### src/rtl/bus_timer_pkg.sv
// -----------------------------------------------------------------------------
// bus_timer_pkg
// Shared definitions for the bus timer responder: register offsets inside the
// 32-byte window, CTRL/STATUS bit positions, the bus FSM state encoding and the
// BUS_mode encodings.
// -----------------------------------------------------------------------------
package bus_timer_pkg;

  // Byte offsets of the registers inside the window
  localparam logic [4:0] CTRL_OFS     = 5'h00;
  localparam logic [4:0] PRESCALE_OFS = 5'h04;
  localparam logic [4:0] COUNT_OFS    = 5'h08;
  localparam logic [4:0] COMPARE_OFS  = 5'h0C;
  localparam logic [4:0] STATUS_OFS   = 5'h10;
  localparam logic [4:0] CAPTURE_OFS  = 5'h14;

  // CTRL bit positions
  localparam int CTRL_EN_BIT     = 0;
  localparam int CTRL_AR_BIT     = 1;
  localparam int CTRL_IRQ_EN_BIT = 2;

  // STATUS bit positions
  localparam int STATUS_MATCH_BIT = 0;
  localparam int STATUS_CAP_BIT   = 1;

  // BUS_mode encodings
  localparam logic MODE_WRITE = 1'b1;
  localparam logic MODE_READ  = 1'b0;

  // Bus responder FSM states
  typedef enum logic [1:0] {
    IDLE  = 2'd0,
    WACK  = 2'd1,
    RDATA = 2'd2,
    DROP  = 2'd3
  } bus_state_e;

  // Word-aligned byte offset from the register index bits; byte lanes ignored
  function automatic logic [4:0] reg_offset(input logic [2:0] idx);
    return {idx, 2'b00};
  endfunction

endpackage

### src/rtl/bus_timer_slave_timer_core.sv
// -----------------------------------------------------------------------------
// timer_core
// Prescaled 32-bit up-counter with compare match, auto-reload and the sticky
// MATCH flag. With TIMER_CAPTURE_EN defined it also synchronises cap_in and
// latches COUNT into CAPTURE on a rising edge, setting the sticky CAP flag.
//
// Ports:
//   clk, rst        clock, asynchronous active-high reset
//   en, auto_reload CTRL.EN and CTRL.AUTO_RELOAD
//   prescale        PRESCALE register value
//   prescale_wr     PRESCALE is being written this cycle (clears prescaler)
//   count_wr, wdata bus write of COUNT (wins over a tick)
//   compare         COMPARE register value
//   status_clr      write-1-to-clear mask for STATUS[1:0]
//   cap_in          asynchronous capture input (TIMER_CAPTURE_EN only)
//   count, match    COUNT register and STATUS.MATCH
//   cap, capture    STATUS.CAP and CAPTURE (constant 0 without the feature)
// -----------------------------------------------------------------------------
module timer_core
  import bus_timer_pkg::*;
#(
  parameter int PRESCALE_W = 16
) (
  input  logic                  clk,
  input  logic                  rst,
  input  logic                  en,
  input  logic                  auto_reload,
  input  logic [PRESCALE_W-1:0] prescale,
  input  logic                  prescale_wr,
  input  logic                  count_wr,
  input  logic [31:0]           wdata,
  input  logic [31:0]           compare,
  input  logic [1:0]            status_clr,
`ifdef TIMER_CAPTURE_EN
  input  logic                  cap_in,
`endif
  output logic [31:0]           count,
  output logic                  match,
  output logic                  cap,
  output logic [31:0]           capture
);

  logic [PRESCALE_W-1:0] psc_r;
  logic                  tick_s;
  logic [31:0]           count_r;
  logic [31:0]           count_nxt_s;
  logic                  match_r;
  logic                  match_set_s;

  // A tick fires on the cycle the prescaler reaches PRESCALE
  assign tick_s      = en && (psc_r == prescale);
  assign match_set_s = tick_s && (count_r == compare);

  // Prescaler: restarts on a PRESCALE write, otherwise counts only while enabled
  always_ff @(posedge clk or posedge rst) begin
    if (rst) begin
      psc_r <= '0;
    end else if (prescale_wr) begin
      psc_r <= '0;
    end else if (tick_s) begin
      psc_r <= '0;
    end else if (en) begin
      psc_r <= psc_r + PRESCALE_W'(1);
    end else begin
      psc_r <= psc_r;
    end
  end

  // Next COUNT: a bus write overrides the tick; a match reloads when enabled
  always_comb begin
    count_nxt_s = count_r;
    if (count_wr) begin
      count_nxt_s = wdata;
    end else if (tick_s) begin
      if (match_set_s && auto_reload) begin
        count_nxt_s = 32'h0000_0000;
      end else begin
        count_nxt_s = count_r + 32'h0000_0001;
      end
    end else begin
      count_nxt_s = count_r;
    end
  end

  // COUNT and sticky MATCH; a new match beats a simultaneous clear
  always_ff @(posedge clk or posedge rst) begin
    if (rst) begin
      count_r <= 32'h0000_0000;
      match_r <= 1'b0;
    end else begin
      count_r <= count_nxt_s;
      match_r <= match_set_s | (match_r & ~status_clr[STATUS_MATCH_BIT]);
    end
  end

  assign count = count_r;
  assign match = match_r;

`ifdef TIMER_CAPTURE_EN
  logic [2:0]  cap_sync_r;
  logic        cap_rise_s;
  logic        cap_r;
  logic [31:0] capture_r;

  // Two-flop synchroniser plus one history flop for edge detection
  always_ff @(posedge clk or posedge rst) begin
    if (rst) begin
      cap_sync_r <= 3'b000;
    end else begin
      cap_sync_r <= {cap_sync_r[1:0], cap_in};
    end
  end

  assign cap_rise_s = cap_sync_r[1] & ~cap_sync_r[2];

  // CAPTURE latch and sticky CAP flag; a new edge beats a simultaneous clear
  always_ff @(posedge clk or posedge rst) begin
    if (rst) begin
      capture_r <= 32'h0000_0000;
      cap_r     <= 1'b0;
    end else begin
      if (cap_rise_s) begin
        capture_r <= count_r;
      end else begin
        capture_r <= capture_r;
      end
      cap_r <= cap_rise_s | (cap_r & ~status_clr[STATUS_CAP_BIT]);
    end
  end

  assign cap     = cap_r;
  assign capture = capture_r;
`else
  logic clr_unused_s;

  assign clr_unused_s = status_clr[STATUS_CAP_BIT];
  assign cap          = 1'b0;
  assign capture      = 32'h0000_0000;
`endif

endmodule

### src/rtl/bus_timer_slave.sv
// -----------------------------------------------------------------------------
// bus_timer_slave
// Timer peripheral responding on the shared BUS_* interface. Decodes a 32-byte
// window at BASE_ADDR, holds CTRL/PRESCALE/COMPARE, hands COUNT/STATUS to
// timer_core, and runs the IDLE/WACK/RDATA/DROP responder FSM. Optional
// capture support is compiled in with the TIMER_CAPTURE_EN macro.
//
// Ports:
//   clk, rst     clock, asynchronous active-high reset
//   BUS_addr     byte address; [31:5] selects the window, [4:2] the register
//   BUS_wdata    write data
//   BUS_mode     1 = write, 0 = read
//   BUS_valid    request valid, held until the transfer completes
//   BUS_rready   initiator ready for read data
//   cap_in       capture input (TIMER_CAPTURE_EN only)
//   BUS_wready   one-cycle write acknowledge
//   BUS_rvalid   read data valid, held until BUS_rready
//   BUS_rdata    read data, zero whenever BUS_rvalid is low
//   irq          registered level interrupt
// -----------------------------------------------------------------------------
module bus_timer_slave
  import bus_timer_pkg::*;
#(
  parameter logic [31:0] BASE_ADDR  = 32'h0001_0000,
  parameter int          PRESCALE_W = 16
) (
  input  logic        clk,
  input  logic        rst,
  input  logic [31:0] BUS_addr,
  input  logic [31:0] BUS_wdata,
  input  logic        BUS_mode,
  input  logic        BUS_valid,
  input  logic        BUS_rready,
`ifdef TIMER_CAPTURE_EN
  input  logic        cap_in,
`endif
  output logic        BUS_wready,
  output logic        BUS_rvalid,
  output logic [31:0] BUS_rdata,
  output logic        irq
);

  logic                  sel_s;
  logic [4:0]            ofs_s;
  logic                  addr_unused_s;
  logic                  wr_en_s;
  logic                  rd_en_s;
  bus_state_e            state_r;
  bus_state_e            state_nxt_s;

  logic [2:0]            ctrl_r;
  logic [PRESCALE_W-1:0] prescale_r;
  logic [31:0]           compare_r;

  logic                  prescale_wr_s;
  logic                  count_wr_s;
  logic [1:0]            status_clr_s;
  logic [31:0]           count_s;
  logic [31:0]           capture_s;
  logic                  match_s;
  logic                  cap_s;

  logic [31:0]           rd_mux_s;
  logic [31:0]           rdata_nxt_s;
  logic [31:0]           rdata_r;
  logic                  wready_r;
  logic                  rvalid_r;
  logic                  irq_r;

  assign sel_s         = BUS_valid && (BUS_addr[31:5] == BASE_ADDR[31:5]);
  assign ofs_s         = reg_offset(BUS_addr[4:2]);
  assign addr_unused_s = ^BUS_addr[1:0];

  // Requests are only accepted from IDLE, so a held request is taken once
  assign wr_en_s = (state_r == IDLE) && sel_s && (BUS_mode == MODE_WRITE);
  assign rd_en_s = (state_r == IDLE) && sel_s && (BUS_mode == MODE_READ);

  assign prescale_wr_s = wr_en_s && (ofs_s == PRESCALE_OFS);
  assign count_wr_s    = wr_en_s && (ofs_s == COUNT_OFS);
  assign status_clr_s  = (wr_en_s && (ofs_s == STATUS_OFS)) ? BUS_wdata[1:0] : 2'b00;

  // Configuration registers commit on the accepting edge
  always_ff @(posedge clk or posedge rst) begin
    if (rst) begin
      ctrl_r     <= 3'b000;
      prescale_r <= '0;
      compare_r  <= 32'h0000_0000;
    end else if (wr_en_s) begin
      case (ofs_s)
        CTRL_OFS:     ctrl_r     <= BUS_wdata[2:0];
        PRESCALE_OFS: prescale_r <= BUS_wdata[PRESCALE_W-1:0];
        COMPARE_OFS:  compare_r  <= BUS_wdata;
        default:      ;
      endcase
    end
  end

  timer_core #(
    .PRESCALE_W (PRESCALE_W)
  ) u_core (
    .clk         (clk),
    .rst         (rst),
    .en          (ctrl_r[CTRL_EN_BIT]),
    .auto_reload (ctrl_r[CTRL_AR_BIT]),
    .prescale    (prescale_r),
    .prescale_wr (prescale_wr_s),
    .count_wr    (count_wr_s),
    .wdata       (BUS_wdata),
    .compare     (compare_r),
    .status_clr  (status_clr_s),
`ifdef TIMER_CAPTURE_EN
    .cap_in      (cap_in),
`endif
    .count       (count_s),
    .match       (match_s),
    .cap         (cap_s),
    .capture     (capture_s)
  );

  // Read multiplexer; unused offsets and unimplemented bits read as zero
  always_comb begin
    rd_mux_s = 32'h0000_0000;
    case (ofs_s)
      CTRL_OFS:     rd_mux_s[2:0]            = ctrl_r;
      PRESCALE_OFS: rd_mux_s[PRESCALE_W-1:0] = prescale_r;
      COUNT_OFS:    rd_mux_s                 = count_s;
      COMPARE_OFS:  rd_mux_s                 = compare_r;
      STATUS_OFS: begin
        rd_mux_s[STATUS_MATCH_BIT] = match_s;
        rd_mux_s[STATUS_CAP_BIT]   = cap_s;
      end
      CAPTURE_OFS:  rd_mux_s                 = capture_s;
      default:      rd_mux_s                 = 32'h0000_0000;
    endcase
  end

  // Bus FSM state register
  always_ff @(posedge clk or posedge rst) begin
    if (rst) begin
      state_r <= IDLE;
    end else begin
      state_r <= state_nxt_s;
    end
  end

  // Bus FSM next state
  always_comb begin
    state_nxt_s = state_r;
    case (state_r)
      IDLE: begin
        if (sel_s) begin
          state_nxt_s = (BUS_mode == MODE_WRITE) ? WACK : RDATA;
        end else begin
          state_nxt_s = IDLE;
        end
      end
      WACK: state_nxt_s = DROP;
      RDATA: begin
        if (BUS_rready) begin
          state_nxt_s = DROP;
        end else begin
          state_nxt_s = RDATA;
        end
      end
      DROP: begin
        if (!BUS_valid) begin
          state_nxt_s = IDLE;
        end else begin
          state_nxt_s = DROP;
        end
      end
      default: state_nxt_s = IDLE;
    endcase
  end

  // Read data snapshot: loaded at acceptance, held through RDATA, zero otherwise
  always_comb begin
    rdata_nxt_s = 32'h0000_0000;
    if (rd_en_s) begin
      rdata_nxt_s = rd_mux_s;
    end else if ((state_r == RDATA) && !BUS_rready) begin
      rdata_nxt_s = rdata_r;
    end else begin
      rdata_nxt_s = 32'h0000_0000;
    end
  end

  // Registered bus responses and interrupt
  always_ff @(posedge clk or posedge rst) begin
    if (rst) begin
      wready_r <= 1'b0;
      rvalid_r <= 1'b0;
      rdata_r  <= 32'h0000_0000;
      irq_r    <= 1'b0;
    end else begin
      wready_r <= (state_nxt_s == WACK);
      rvalid_r <= (state_nxt_s == RDATA);
      rdata_r  <= rdata_nxt_s;
      irq_r    <= (match_s | cap_s) & ctrl_r[CTRL_IRQ_EN_BIT];
    end
  end

  assign BUS_wready = wready_r;
  assign BUS_rvalid = rvalid_r;
  assign BUS_rdata  = rdata_r;
  assign irq        = irq_r;

endmodule
### config.mk
export PLATFORM = sky130hd
export DESIGN_NAME = bus_timer_slave
export DESIGN_NICKNAME = d
export VERILOG_FILES = /design/src/rtl/bus_timer_pkg.sv /design/src/rtl/bus_timer_slave_timer_core.sv /design/src/rtl/bus_timer_slave.sv
export SDC_FILE = /design/constraint.sdc
export NUM_CORES = 1
export LEC_CHECK = 0
export ABC_CLOCK_PERIOD_IN_PS = 5200
export CAP_MARGIN = 20
export CELL_PAD_IN_SITES_DETAIL_PLACEMENT = 1
export CELL_PAD_IN_SITES_GLOBAL_PLACEMENT = 1
export CORE_MARGIN = 3
export CORE_UTILIZATION = 42
export CTS_BUF_LIST = sky130_fd_sc_hd__clkbuf_8 sky130_fd_sc_hd__clkbuf_16
export DETAILED_ROUTE_END_ITERATION = 7
export GPL_TIMING_DRIVEN = 1
export PLACE_DENSITY_LB_ADDON = 0.1
export SLEW_MARGIN = 20
export SYNTH_ARGS = -nofsm -noshare
export SYNTH_HDL_FRONTEND = slang
export SYNTH_SLANG_ARGS = --single-unit
### constraint.sdc
create_clock -name clk -period 5.2 [get_ports clk]
set_input_delay 0.52 -clock clk [delete_from_list [all_inputs] [get_ports clk]]
set_output_delay 0.52 -clock clk [all_outputs]
set_load 0.05 [all_outputs]
==> metrics.md, run 1 <==
| Metric | Value |
|---|---|
| ANT nets after route | `0` |
| Total Routing Usage GR | `25.76%` |
| Final WS setup | `2071 ps` |
| Core Box Area | `16820 um2` |
| Ys async rst share | `between 90% and 100%` |
| Synth Instances | `roughly 820` |
| PD cells | `~260 nW/um2` |
| Post-synth top area cell | `dfrtp_1` |
| Pins Over Slew Limit | `0` |
| Placer Congestion | `0.8958` |
| Synth area leaders | `dfrtp_1 (47%), nand2_1 (8.5%), xnor2_1 (5.9%)` |
| Clock root cell | `clkbuf_16` |
| Remaining Overflow, GRT | `0` |
| Initial DRC count | `~480` |
| Placed instance count | `1100` |
| DR DRC count | `0` |
| Syn_nets | `~890` |
| DR WL/cell | `between 20 and 25 um` |
| Clock sinks | `~140` |
| Top Ports | `between 100 and 150` |
| Fillers | `just under 2000` |
| Slew HR | `a little under two fifths` |
| Worst-skew pair later-pin latency | `around 430 ps` |
| Hold crit path type | `reg -> reg` |
| Flop and latch count out of synthesis | `roughly 140` |
| Largest net degree at the start of global routing | `110` |
| Hold WS | `roughly 480 ps` |
| Max-cap violations | `0` |
| Crit Path Class | `in -> reg` |
| Syn-to-layout area delta | `24.30%` |
| CP Data Required Time | `5520 ps` |
| Max Fclk | `319.6 MHz` |
| Slew at the pin with the worst max-slew slack | `between 900 and 1000 ps` |
| Post-synth EDFFs | `0` |
| Global-route wire length before repair | `39.56 mm` |
| Initial antenna violation count | `0` |
| Synth Cell Area | `~7300 um2` |
| Top-area cell type share of the netlist area | `between 40% and 50%` |
| Crit path DAT | `between 3000 and 4000 ps` |
| Status | `finished, final reports clean` |
| Vias in the first global route | `between 7000 and 8000` |
| Max H-tree Level | `4` |
| Cts hold-fix bufs | `0` |
| Area of all placed cells without fillers | `around 9100 um2` |
| Leak | `roughly 3.9 nW` |
| CTS tree | `done` |
| Fin Clk Skew | `roughly 9.6 ps` |
| Peak VDD IR | `around 0.00024 V` |
| Wirelength, routed | `roughly 24 mm` |
| Chip width | `around 140 um` |
| Share of post-route cells with drive strength above 1 | `approximately a tenth` |
| Final Power | `2.415 mW` |
| Post-synth cell types | `43` |
| Site row count | `47` |
| Cell Area, Placed | `between 8000 and 9000 um2` |
| Reg clk slew, reported paths | `60 ps` |
| Initial Utilization | `between 40% and 50%` |
| Synth warnings | `0` |
| Post-Route Setup TNS | `0 ps` |
| Setup violators final | `0` |
| Layout Cells excl Fill | `~1100` |
| CP Capture Type | `flop` |
| Vias per std cell | `5.833` |
| Worst-case clock buffer depth | `2` |
| Fin util | `a little over half` |
| Ys flop type | `dfrtp_1` |
| Clock buffers created by TritonCTS | `17` |
| Tcrit/Tclk final | `60.16%` |
| Critical path startpoint category | `primary input` |
| Sequential area share after synthesis | `between 40 and 50%` |
| RSZ-0062 raised after global routing | `no` |
| Die footprint | `approximately 19000 um2` |
| Final nets | `970` |
| PortBufs | `around 100` |
| Crit path time final | `between 3000 and 4000 ps` |
| Commonest non-fill, non-tap cell in the layout | `nand2_1` |
| Most frequent cells in the layout | `nand2_1 (166), dfrtp_1 (137), clkdlybuf4s50_1 (101), nor2_1 (64), o21ai_0 (57)` |
| DP HPWL | `16.90 mm` |
| CP Max Fanout | `21` |
| PostCTS Resize Cnt | `0` |
| Fin. Hold Viols | `0` |
| Die Ht | `~140 um` |
| Post-Place Worst Slack | `approximately 1600 ps` |
| Average cell area after synthesis | `8.963 um2` |
| Postcts setup bufs | `0` |
| Drt first pass iters | `5` |
| Via count | `between 6000 and 7000` |
| Ant. Diodes | `0` |
worst max-delay path, stage by stage:
cell and delay, ps:
clkdlybuf4s50_1 430, nor4_1 320, nand4_1 170, nor3_1 590, nand2_1 650, a211oi_1 440
xor2_1 110, a22o_1 200
routing by layer:
layer | vias up | routed length (um) | global-route usage (%)
li1 | 3036 | - | -
met1 | 3355 | 11250 | 35.58
met2 | 172 | 11580 | 41.68
met3 | 34 | 923 | 4.593
met4 | 0 | 495 | 7.800
met5 | - | 0 | 0
cell usage after synthesis (all sizes together) (17+ instances only):
| library cell | instances |
|---|---|
| nand2 | 166 |
| dfrtp | 137 |
| nor2 | 65 |
| o21ai | 57 |
| xnor2 | 49 |
| clkbuf | 48 |
| mux2 | 33 |
| a21oi | 31 |
| a22oi | 30 |
| nand4 | 21 |
| nand3 | 19 |
| nor4 | 17 |
report_power, final:
group,total [mW],switching (mW),internal (mW)
Sequential,1.07,0.000000374,1.07
Clock,1.22,0.501,0.719
Combinational,0.129,0.0669,0.0624
final cells by class:
class,count,area (um2),share of cell area [%]
inverters,10,45.04,0.4942
repair buffers,112,1094,12.00
well taps,220,275.3,3.020
flip-flops and latches,137,3428,37.62
multi-input cells,621,3686,40.44
clock inverters,13,146.4,1.606
clock buffers,18,439.2,4.819
cells by family (layout without fill, tap and decap cells):
| kind of cell | after synthesis | count (layout) | share of synthesized area (%) |
|---|---|---|---|
| muxes | 35 | 35 | 5.683 |
| buffers and inverters | 60 | 153 | 3.072 |
| DFF | 137 | 137 | 46.76 |
| adders and majority gates | 2 | 2 | 0.3412 |
| AOI/OAI and AO/OA | 163 | 163 | 13.72 |
| xor gates and xnor gates | 62 | 62 | 7.406 |
| and+or+nand+nor | 359 | 359 | 23.02 |
state kept, by name, indices dropped and copies added (netlist names):
signal and count:
state_r 2, BUS_rdata 32, prescale_r 16, BUS_rvalid 1, u_core.count 32, BUS_wready 1, ctrl_r 3, u_core.psc_r 16
compare_r 32, u_core.match 1, irq 1
worst paths after layout:
kind	start	to	slack [ps]	cells after the start
max reg2reg	u_core.count[18]	u_core.count[19]	2070	7
min reg2reg	BUS_rdata[0]	BUS_rdata[0]	480	2
min in group asynchronous	rst	compare_r[18]	640	2
max	BUS_addr[28]	u_core.count[29]	2070	8
max in group asynchronous	rst	BUS_rdata[30]	3640	3
min	BUS_rdata[0]	BUS_rdata[0]	480	2
No activity file was read; power rests on OpenSTA's default activity.
==> inputs of run 2 (changes only) <==
Settings changed: ABC_CLOCK_PERIOD_IN_PS 5200 to 2700, CORE_UTILIZATION 42 to 38.
Clock period 5.2 ns to 2.7 ns, I/O delays scaled along.
==> run 2 against run 1 <==
Worst setup slack lost 2000 ps. First-iteration DRC count fell by 13%. Critical endpoint is now u_core.count[24]. Sequential power increased by 92%. Via count increased by 2.6%. Final cell count rose by 7.9%. Critical path type is now reg -> reg. Highest routed layer unchanged. Combinational power is 100% higher. Power is 88% higher. Cell area up 4.6%.
==> metrics.md, run 2 (synthesized netlist as in run 1, its figures left out) <==
| Metric | Value |
|---|---|
| Slew at the pin with the worst max-slew slack | `532.0 ps (-413.2 ps)` |
| R2R Setup Slk | `90 ps (-1980 ps)` |
| Clock buffers created by TritonCTS | `17 (unchanged)` |
| Initial DRC count | `416 (-13%)` |
| Fin. Hold Viols | `0 (unchanged)` |
| RSZ-0062 raised after global routing | `no` |
| DR WL/cell | `20.59 um (-4.0%)` |
| Critical path startpoint category | `flop` |
| Initial antenna violation count | `0 (unchanged)` |
| Vias per std cell | `5.546 (-4.9%)` |
| Most frequent cells in the layout | `nand2_1 (166), dfrtp_1 (137), clkdlybuf4s50_1 (101), nor2_1 (63), o21ai_0 (57)` |
| Commonest non-fill, non-tap cell in the layout | `nand2_1` |
| Share of post-route cells with drive strength above 1 | `14.27% (+4.9 points)` |
| Area of all placed cells without fillers | `9529 um2 (+4.6%)` |
| Cell Area, Placed | `8937 um2 (+4.8%)` |
| Max-cap violations | `0 (unchanged)` |
| Crit Path Class | `reg -> reg` |
| Pins Over Slew Limit | `0 (unchanged)` |
| Crit path time final | `~2600 ps` |
| Remaining Overflow, GRT | `0 (unchanged)` |
| Met1 Wirelength | `11.32 mm (+0.66%)` |
| Top routing layer used | `met4` |
| Reg clk slew, reported paths | `60 ps (about the same)` |
| Status | `finished, final reports clean` |
| Die footprint | `21000 um2 (+10%)` |
| ANT nets after route | `0 (unchanged)` |
| DP HPWL | `18.35 mm (+8.6%)` |
| Worst-case clock buffer depth | `2 (unchanged)` |
| Post-Place Worst Slack | `-17.72 ps (-1624 ps)` |
| PD cells | `476.2 nW/um2 (+80%)` |
| Placed instance count | `1185 (+7.7%)` |
| Crit path DAT | `2940 ps (-510 ps)` |
| Worst path slowest cell | `or4_4` |
| WL met3 | `1.117 mm (+21%)` |
| Site row count | `50 (+6.4%)` |
| Chip width | `144.9 um (+4.9%)` |
| Core Box Area | `18830 um2 (+12%)` |
| Initial Utilization | `38.94% (-4.7 points)` |
| Tcrit/Tclk final | `between 90% and 100%` |
| Layout Cells excl Fill | `1220 (+7.9%)` |
| DR DRC count | `0 (unchanged)` |
| Crit path cell chain | `xor2_1, nor4_1, nand2_1, or4_4, or2_4, or4_4, o311ai_2` |
| Peak VDD IR | `0.0004329 V (+83%)` |
| Clock root cell | `clkbuf_16` |
| Drt first pass iters | `7 (+2)` |
| Clock sinks | `137 (unchanged)` |
| Syn-to-layout area delta | `29.97%` |
| Die Ht | `144.9 um (+4.9%)` |
| Largest net degree at the start of global routing | `88 (-20%)` |
| Top Ports | `104 (unchanged)` |
| Met2 routed WL | `12.16 mm (+5.0%)` |
| Via count | `6766 (+2.6%)` |
| Total Routing Usage GR | `24.25% (-1.5 points)` |
| Setup violators final | `0 (unchanged)` |
| Max H-tree Level | `4 (unchanged)` |
| CP Capture Type | `flop` |
| Most frequent cell on the critical path | `or4_4` |
| Worst-skew pair later-pin latency | `430 ps (about the same)` |
| Hold WS | `223.6 ps (-253.3 ps)` |
| Final nets | `1018 (+4.9%)` |
| Wirelength, routed | `25.12 mm (+3.6%)` |
| CTS tree | `done` |
| Final WS setup | `89.02 ps (-1982 ps)` |
| CP Data Required Time | `3030 ps (-2490 ps)` |
| Slew HR | `64.53% (+28 points)` |
| Vias in the first global route | `7246 (+3.0%)` |
| Leak | `4.111 nW (+5.9%)` |
| Placer Congestion | `0.8623 (-3.7%)` |
| Ant. Diodes | `0 (unchanged)` |
| Hold crit path type | `in -> async` |
| Fin Clk Skew | `15.14 ps (+5.563 ps)` |
| Critical path's largest stage delay | `560 ps (-90 ps)` |
| Max Fclk | `about 380 MHz` |
| CP Max Fanout | `4 (-81%)` |
| PortBufs | `101 (unchanged)` |
| Global-route wire length before repair | `40.69 mm (+2.8%)` |
run 2: cell count changes in the layout (fill, tap and decap cells not counted), sizes merged:
cell,delta
buf,+48
bufinv,-2
clkbuf,-1
clkinv,-3
clkinvlp,+1
inv,+6
run 2: cell type report:
class	instances	area, um2
tap	260	325.3
clock inverter	15	130.1
sequential	137	3428
timing repair buffer	160	1483
clock buffer	17	425.4
multi-input combinational	621	3696
inverter	10	41.29
fill	2195	9301
run 2: critical path: cells and delay by family, from the launching register on:
kind             cells  cell delay [ps]
AND/OR/NAND/NOR      5             1700
AO/OA/AOI/OAI        1              230
flip-flops           1              420
XOR/XNOR             1              180
run 2: worst paths after layout:
| check | to | cells after the start | start |
|---|---|---|---|
| worst max-delay path | u_core.count[24] | 7 | u_core.psc_r[5] |
| max in group asynchronous | BUS_rdata[1] | 3 | rst |
| worst min-delay path | compare_r[19] | 2 | rst |
| worst min register to register | BUS_rdata[20] | 2 | BUS_rdata[20] |
| min in group clk | compare_r[21] | 3 | BUS_wdata[21] |
| worst max register to register | u_core.count[24] | 7 | u_core.psc_r[5] |
run 2: routing by layer:
layer	track usage (%)	vias to the layer above
li1	-	3132
met1	32.97	3408
met2	39.74	185
met3	4.685	41
met4	6.841	0
met5	0	-
run 2: timing repair:
item                                    CTS  global route
endpoints found under the setup margin    3            19
pin swaps                                 1             5
hold buffers                              0             0
resized for setup                         1             3
buffers inserted                          2             1
run 2: metrics by stage:
stage	total power [mW]	util, %	TNS (ps)
floorplan	2.179	-	0
global placement	2.348	47.46	-16.42
detailed placement	2.352	47.46	-19.11
CTS	4.581	50.52	0
global route	4.702	50.60	0
finish	4.537	50.60	0
run 2: power by group:
part           leakage [nW]  switching (mW)  internal [mW]
Sequential             1.74     0.000000718           2.05
Combinational          2.12           0.133          0.126
Clock                 0.258            1.02           1.21
Total                  4.11            1.15           3.38
==> inputs of run 3 (changes only) <==
Settings changed: GPL_TIMING_DRIVEN 1 to default.
==> results of run 3 <==
Same layout as run 2: the final DEF is identical, and so are final timing and power.
